### src/rtl/decode_stage.sv
// Decode stage: splits the fetched instruction into register selects, immediate
// and destination, forwards operands from EX/MEM, and detects load-use hazards.
module decode_stage (
  input  logic        clock,
  input  logic        reset,
  input  logic [31:0] insn_in,
  input  logic [31:0] pc_in,
  input  logic        valid_in,
  output logic        stall_out,
  output logic [4:0]  s1,
  output logic [4:0]  s2,
  input  logic [31:0] rs_data,
  input  logic [31:0] rt_data,
  input  logic [31:0] alu_result,
  input  logic [4:0]  mem_d,
  input  logic        mem_we,
  input  logic [31:0] mem_data,
  input  logic        hold_in,
  input  logic        flush_in,
  output logic        ex_valid,
  output logic [31:0] ex_pc,
  output logic [31:0] ex_insn,
  output logic [31:0] ex_a,
  output logic [31:0] ex_b,
  output logic [31:0] ex_imm,
  output logic [4:0]  ex_dest,
  output logic        ex_we,
  output logic        ex_load
);

  typedef enum logic [2:0] {
    CLS_RTYPE,
    CLS_IMM,
    CLS_LOAD,
    CLS_SRC2,
    CLS_NONE
  } cls_e;

  typedef struct packed {
    logic        valid;
    logic [31:0] pc;
    logic [31:0] insn;
    logic [31:0] a;
    logic [31:0] b;
    logic [31:0] imm;
    logic [4:0]  dest;
    logic        we;
    logic        load;
  } ex_t;

  ex_t         ex_q, ex_d;
  cls_e        cls;
  logic [5:0]  opcode;
  logic [4:0]  dec_dest;
  logic        uses_rs, uses_rt, is_load;
  logic [31:0] dec_imm;
  logic [31:0] opa, opb;
  logic        hazard;

  assign opcode = insn_in[31:26];
  assign s1     = insn_in[25:21];
  assign s2     = insn_in[20:16];

  always_comb begin
    cls = CLS_NONE;
    case (opcode)
      6'h00:                             cls = CLS_RTYPE;
      6'h08, 6'h09, 6'h0C, 6'h0D, 6'h0F: cls = CLS_IMM;
      6'h23:                             cls = CLS_LOAD;
      6'h2B, 6'h04, 6'h05:               cls = CLS_SRC2;
      default:                           cls = CLS_NONE;
    endcase
  end

  always_comb begin
    dec_dest = '0;
    uses_rs  = 1'b0;
    uses_rt  = 1'b0;
    is_load  = 1'b0;
    case (cls)
      CLS_RTYPE: begin
        dec_dest = insn_in[15:11];
        uses_rs  = 1'b1;
        uses_rt  = 1'b1;
      end
      CLS_IMM: begin
        dec_dest = insn_in[20:16];
        uses_rs  = 1'b1;
      end
      CLS_LOAD: begin
        dec_dest = insn_in[20:16];
        uses_rs  = 1'b1;
        is_load  = 1'b1;
      end
      CLS_SRC2: begin
        uses_rs  = 1'b1;
        uses_rt  = 1'b1;
      end
      default: ;
    endcase
  end

  always_comb begin
    case (opcode)
      6'h0C, 6'h0D: dec_imm = {16'h0000, insn_in[15:0]};
      6'h0F:        dec_imm = {insn_in[15:0], 16'h0000};
      default:      dec_imm = {{16{insn_in[15]}}, insn_in[15:0]};
    endcase
  end

  // A load in EX has no result yet, so it is never a forwarding source.
  function automatic logic [31:0] fwd(input logic [4:0]  field,
                                      input logic [31:0] rf_val,
                                      input ex_t         ex,
                                      input logic [31:0] alu,
                                      input logic [4:0]  md,
                                      input logic        mwe,
                                      input logic [31:0] mdata);
    if (field == 5'd0)                                        return '0;
    else if (ex.valid && ex.we && !ex.load && ex.dest == field) return alu;
    else if (mwe && md == field)                                return mdata;
    else                                                        return rf_val;
  endfunction

  always_comb begin
    opa = fwd(s1, rs_data, ex_q, alu_result, mem_d, mem_we, mem_data);
    opb = fwd(s2, rt_data, ex_q, alu_result, mem_d, mem_we, mem_data);
  end

  always_comb begin
    hazard = valid_in && ex_q.valid && ex_q.load && (ex_q.dest != 5'd0) &&
             ((uses_rs && ex_q.dest == s1) || (uses_rt && ex_q.dest == s2));
    stall_out = (hold_in || hazard) && !flush_in;
  end

  always_comb begin
    ex_d = ex_q;
    if (flush_in) begin
      ex_d = '0;
    end else if (hold_in) begin
      ex_d = ex_q;
    end else if (hazard || !valid_in) begin
      ex_d = '0;
    end else begin
      ex_d.valid = 1'b1;
      ex_d.pc    = pc_in;
      ex_d.insn  = insn_in;
      ex_d.a     = opa;
      ex_d.b     = opb;
      ex_d.imm   = dec_imm;
      ex_d.dest  = dec_dest;
      ex_d.we    = (dec_dest != 5'd0);
      ex_d.load  = is_load;
    end
  end

  always_ff @(posedge clock or posedge reset) begin
    if (reset) ex_q <= '0;
    else       ex_q <= ex_d;
  end

  assign ex_valid = ex_q.valid;
  assign ex_pc    = ex_q.pc;
  assign ex_insn  = ex_q.insn;
  assign ex_a     = ex_q.a;
  assign ex_b     = ex_q.b;
  assign ex_imm   = ex_q.imm;
  assign ex_dest  = ex_q.dest;
  assign ex_we    = ex_q.we;
  assign ex_load  = ex_q.load;

endmodule

### config.mk
export PLATFORM = sky130hd
export DESIGN_NAME = decode_stage
export DESIGN_NICKNAME = d
export VERILOG_FILES = /design/src/rtl/decode_stage.sv
export SDC_FILE = /design/constraint.sdc
export NUM_CORES = 1
export LEC_CHECK = 0
export ABC_AREA = 1
export CORE_MARGIN = 1.5
export CORE_UTILIZATION = 44
export DETAILED_ROUTE_END_ITERATION = 12
export PLACE_DENSITY = 0.82
export SLEW_MARGIN = 20
export SYNTH_ARGS = -nofsm -noshare
export SYNTH_HDL_FRONTEND = slang
export SYNTH_SLANG_ARGS = --single-unit
### constraint.sdc
create_clock -name clock -period 7.1 [get_ports clock]
set_input_delay 0.71 -clock clock [delete_from_list [all_inputs] [get_ports clock]]
set_output_delay 0.71 -clock clock [all_outputs]
set_load 0.02 [all_outputs]
# After elaboration in Yosys (flattened, before gate mapping)
# Cells that the tools add are included.
# op_classes
muxes	15
n_eq_ne	17
reduce_logical	31
# op_table
op	n
$mux W168	3
$mux W32	6
$pmux W32 S2	1
$eq A6 B4 Y1 const B	5
$eq A5 B5 Y1	4
$logic_and A1 B1 Y1	13
$eq A6 B3 Y1 const B	2
$eq A6 B6 Y1 const B	2
$pmux W3 S4	1
$logic_not A5 Y1	2
$pmux W5 S2	1
$reduce_bool A5 Y1	2
$eq A3 B2 Y1 const B	2
$logic_not A6 Y1	1
$reduce_or A2 Y1	3
$reduce_or A5 Y1	1
$reduce_or A4 Y1	1
$eq A3 B1 Y1 const B	1
$logic_not A1 Y1	3
$logic_not A3 Y1	1
$logic_or A1 B1 Y1	3
$mux W1	3
$reduce_or A3 Y1	1
$ne A2 B1 Y1 const B	1
# totals
output_inout_bits	179
reg_bits	168
word_cells	72

# Logic depth before layout (Yosys ltp)
# depth
word_depth	13
mapped_depth	13
mapped_depth_nobuf	12

# Worst setup path after synthesis
# OpenSTA, ideal clock, no wires.
# synth_timing
path_type	input -> output
start	input port insn_in[31]
end	output port stall_out
path_buffers	1
path_slack_ns	4.408
stages	8
arrival_time_ns	1.982
path_cell_list	nor2_2 nand3_1 nand3_1 nor2_1 nor2_1 nand2_4 buf_2 a21oi_1
# synth_between
elab_chain_cells	11
# synth_rtl
item	line_no	rtl
from (decl)	6	input logic [31:0] insn_in,
$eq A6 B4 Y1 (tied with other cells)	66	case (opcode)
$reduce_or A5 Y1 or $reduce_or A3 Y1 (tied branches)	66	
$pmux W3 S4 *	66	
$eq A3 B2 Y1 (tied with other cells)	80	case (cls)
$reduce_or A4 Y1 (no source line) or $reduce_or A2 Y1 (tied branches)	-	
$mux W1	80	
$logic_and A1 B1 Y1	132	((uses_rs && ex_q.dest == s1) || (uses_rt && ex_q.dest == s2));
$logic_or A1 B1 Y1 *	132	
$logic_and A1 B1 Y1 *	131	hazard = valid_in && ex_q.valid && ex_q.load && (ex_q.dest != 5'd0) &&
$logic_or A1 B1 Y1 *	133	stall_out = (hold_in || hazard) && !flush_in;
$logic_and A1 B1 Y1 *	133	
to (decl)	9	output logic stall_out,
# Mark *: on every way between the ends. The rest lies on a longest branch, timed or not.

# Worst setup path after layout
# layout_timing
start	input port valid_in
end	register ex_q (netlist bit ex_pc[23])
# layout_between
elab_chain_cells	8
# layout_rtl
item	line_no	rtl
from (decl)	8	input logic valid_in,
$logic_and A1 B1 Y1 (4 in a row)	131	
$logic_or A1 B1 Y1 *	142	end else if (hazard || !valid_in) begin
$mux W168 *	142	
$mux W168 *	140	end else if (hold_in) begin
$mux W168 *	138	if (flush_in) begin
to (signal assigned)	158	if (reset) ex_q <= '0;
to (signal assigned)	159	else ex_q <= ex_d;
to (decl)	51	ex_t ex_q, ex_d;
# Mark *: on every way between the ends. The rest lies on a longest branch, timed or not. The select of a mux whose other input is x is not followed.
# A chain may end at the register's enable or synchronous reset.

==> flow_summary.ini <==
[critical_path]
critPathMostFrequentCell = nand2_1
crit_path_max_fanout = 81
cp_data_arrival_time_ns = 4.15
critical-path-slowest-cell = nand3_4
r2r_cells = 12
crit_path_end_kind = flop
cp_data_required_time_ns = 7.47
setup.worst_path.end = ex_pc[23]
rrSetupSlack_ns = 3.97
r2r_start = ex_dest[3]
cp.depth = 7
start_kind = input pin
path_cells = clkdlybuf4s50_1, inv_1, nor2_1, nand3_4, inv_4, nand2_1, nand2_1
crit_family = simple AND/OR/NAND/NOR gates
r2r_end = ex_pc[23]
path_buf_inv = 3
worst-setup-path-type = in -> reg
cp-startpoint = valid_in
slowest_delay_ns = 0.90

[layout]
final_common_cell = nand2_1
final_cell_mix = nand2_1 (484), clkdlybuf4s50_1 (381), dfrtp_1 (168)
fin_area_sq_um = 13600
syn_to_final_growth_pct = 49.1
fin_nets = 1783
nFillCells = 1759
drive_above_1_share_pct = 4.02
diodes = 0

[pwr]
totalPowerFinal_mw = 2.43
p_leak_nw = 6.48
powerDensity_nw_per_um2 = 178
vdd_drop_max_uv = 154

[global_route]
grt_usage_pct = 31.9
busiest_layer = met2
grt_use_met3_pct = 6.83
antenna_found_initial = 0
use_met2_pct = 53.2
grt_pass1_vias = 9792
grt_util_met1_pct = 40.0
grt_pass1_wl_microns = 53500
grt_overflow = 0
grt_start_max_net_pins = 95

[drt]
drc = 0
ant_nets = 0
via_per_inst = 5.42
drt-pass1-iter-count = 5
drt_wl_total_microns = 34800
routedWlPerCell_microns = 18.7
drtIter0Drc = 628
vias = 10101

[floorplan]
placementRows = 52
die_w_microns = 147
start_util_pct = 45.0
dieArea_sq_um = 21600
ioPinCount = 382
core_sq_um = 20300
die_y_microns = 147

[clock_tree]
h-tree-depth = 4
holdBufCountCts = 0
clk_latency_ns = 0.43
numCtsBuffers = 17
clkSinkCount = 168
cts_resized = 0
cts_tree = built
cts.path.max_buffers = 2
root_buffer = clkbuf_16
cts.clk_slew.worst_paths_ns = 0.08
post_cts_buffers = 0

[logic_synthesis]
syn_area_per_cell_sq_um = 7.26
ys_warn_count = 0
syn_area_sq_um = 9130
synth_seq_cells = 168
syn_inst = 1258
seq_area_frac_synth_pct = 46.0
synth.distinct_cells = 29
synthesis.nets = 1461

[timing]
final-hold-violation-count = 0
fmax_mhz = 264
holdWs_ns = 0.484
fin_crit_sh_pct = 53.4
finalSetupViolations = 0
setup_ws_ns = 3.31
slew_violations = 0
rsz0062_at_grt = no
fin_crit_ns = 3.79
worstMarginPinSlew_ns = 1.04
final.setup.tns_ns = 0
fin_skew_ns = 0.0111
relSlewSlack_pct = 30.2

[place]
post_dp_cell_area_sq_um = 13000
post-place-ws_ns = 2.86
io_buffers = 381
post-dp-hpwl_microns = 24400
place.gp.congestion = 0.924

[status]
outcome = completed

[hold_path]
hp-class = reg -> reg

[run]
max_cap_viol_count = 0
-- flip-flops by register name, indices dropped and copies added, names as in the netlist --
signal    count
ex_we         1
ex_dest       5
ex_valid      1
ex_a         32
ex_b         32
ex_imm       32
ex_insn      32
ex_pc        32
ex_load       1
-- synth_stat cells, drive strengths merged --
library cell  instances  area (sq um)
nand4                83           519
nor2                 40           155
buf                  27           189
o22ai                 8          50.1
nand3b               33           248
a211oi                1          7.51
o21ai               117           586
xor2                  2          17.5
o21bai               17           128
inv                 116           438
clkbuf               64           240
nand3                80           413
dfrtp               168          4200
nor3                  2          10.0
a22oi                 1          7.51
clkinv                1          3.75
a21oi                 4          20.0
xnor2                 6          52.6
nand2               488          1840
-- through the flow --
stage / std cells / utilization, %
final: 1863 / 67.1
after global routing: 1863 / 67.1
after CTS: 1863 / 67.1
after detailed placement: 1831 / 64.1
after global placement: 1831 / 64.1
after floorplan: 1258 / -
-- report_power, final --
part | switching (mW) | internal [mW]
Combinational | 0.254 | 0.214
Sequential | 0.0235 | 0.992
Clock | 0.464 | 0.478
Total | 0.742 | 1.68
-- logic make-up after synthesis --
| logic type | share of synthesized area (%) |
|---|---|
| buf+inv | 9.54 |
| simple gates | 34.9 |
| compound gates | 8.74 |
| xor+xnor | 0.767 |
| flops | 46.0 |
-- layout make-up --
type | instances | area [sq um] | area share (%)
well taps | 270 | 338 | 2.48
repair buffers | 394 | 3910 | 28.7
inverters | 117 | 447 | 3.28
clock buffers | 17 | 425 | 3.12
clock inverters | 15 | 170 | 1.25
multi-input cells | 882 | 4120 | 30.3
flip-flops and latches | 168 | 4200 | 30.9
-- layer usage --
metal | vias up | share of wire, % | wire length, microns
li1 | 4686 | - | -
met1 | 4762 | 39 | 13400
met2 | 567 | 48 | 16900
met3 | 86 | 9.1 | 3180
met4 | 0 | 3.8 | 1330
met5 | - | 0 | 0
-- worst min path at each step --
stage / start / to / slack (ns) / cells past startpoint
final: ex_imm[20] / ex_imm[20] / 0.48 / 2
after detailed placement: ex_pc[0] / ex_pc[0] / 0.47 / 2
after floorplan: ex_insn[23] / ex_insn[23] / 0.59 / 2
after global placement: ex_pc[0] / ex_pc[0] / 0.46 / 2
after global routing: ex_pc[1] / ex_pc[1] / 0.50 / 2
after CTS: ex_pc[0] / ex_pc[0] / 0.49 / 2
-- worst min-delay path, stage by stage (launching register included) --
cell and delay [ns]:
dfrtp_1 0.35, nand2_1 0.05, nand2_1 0.05
(Power assumes the default switching activity.)
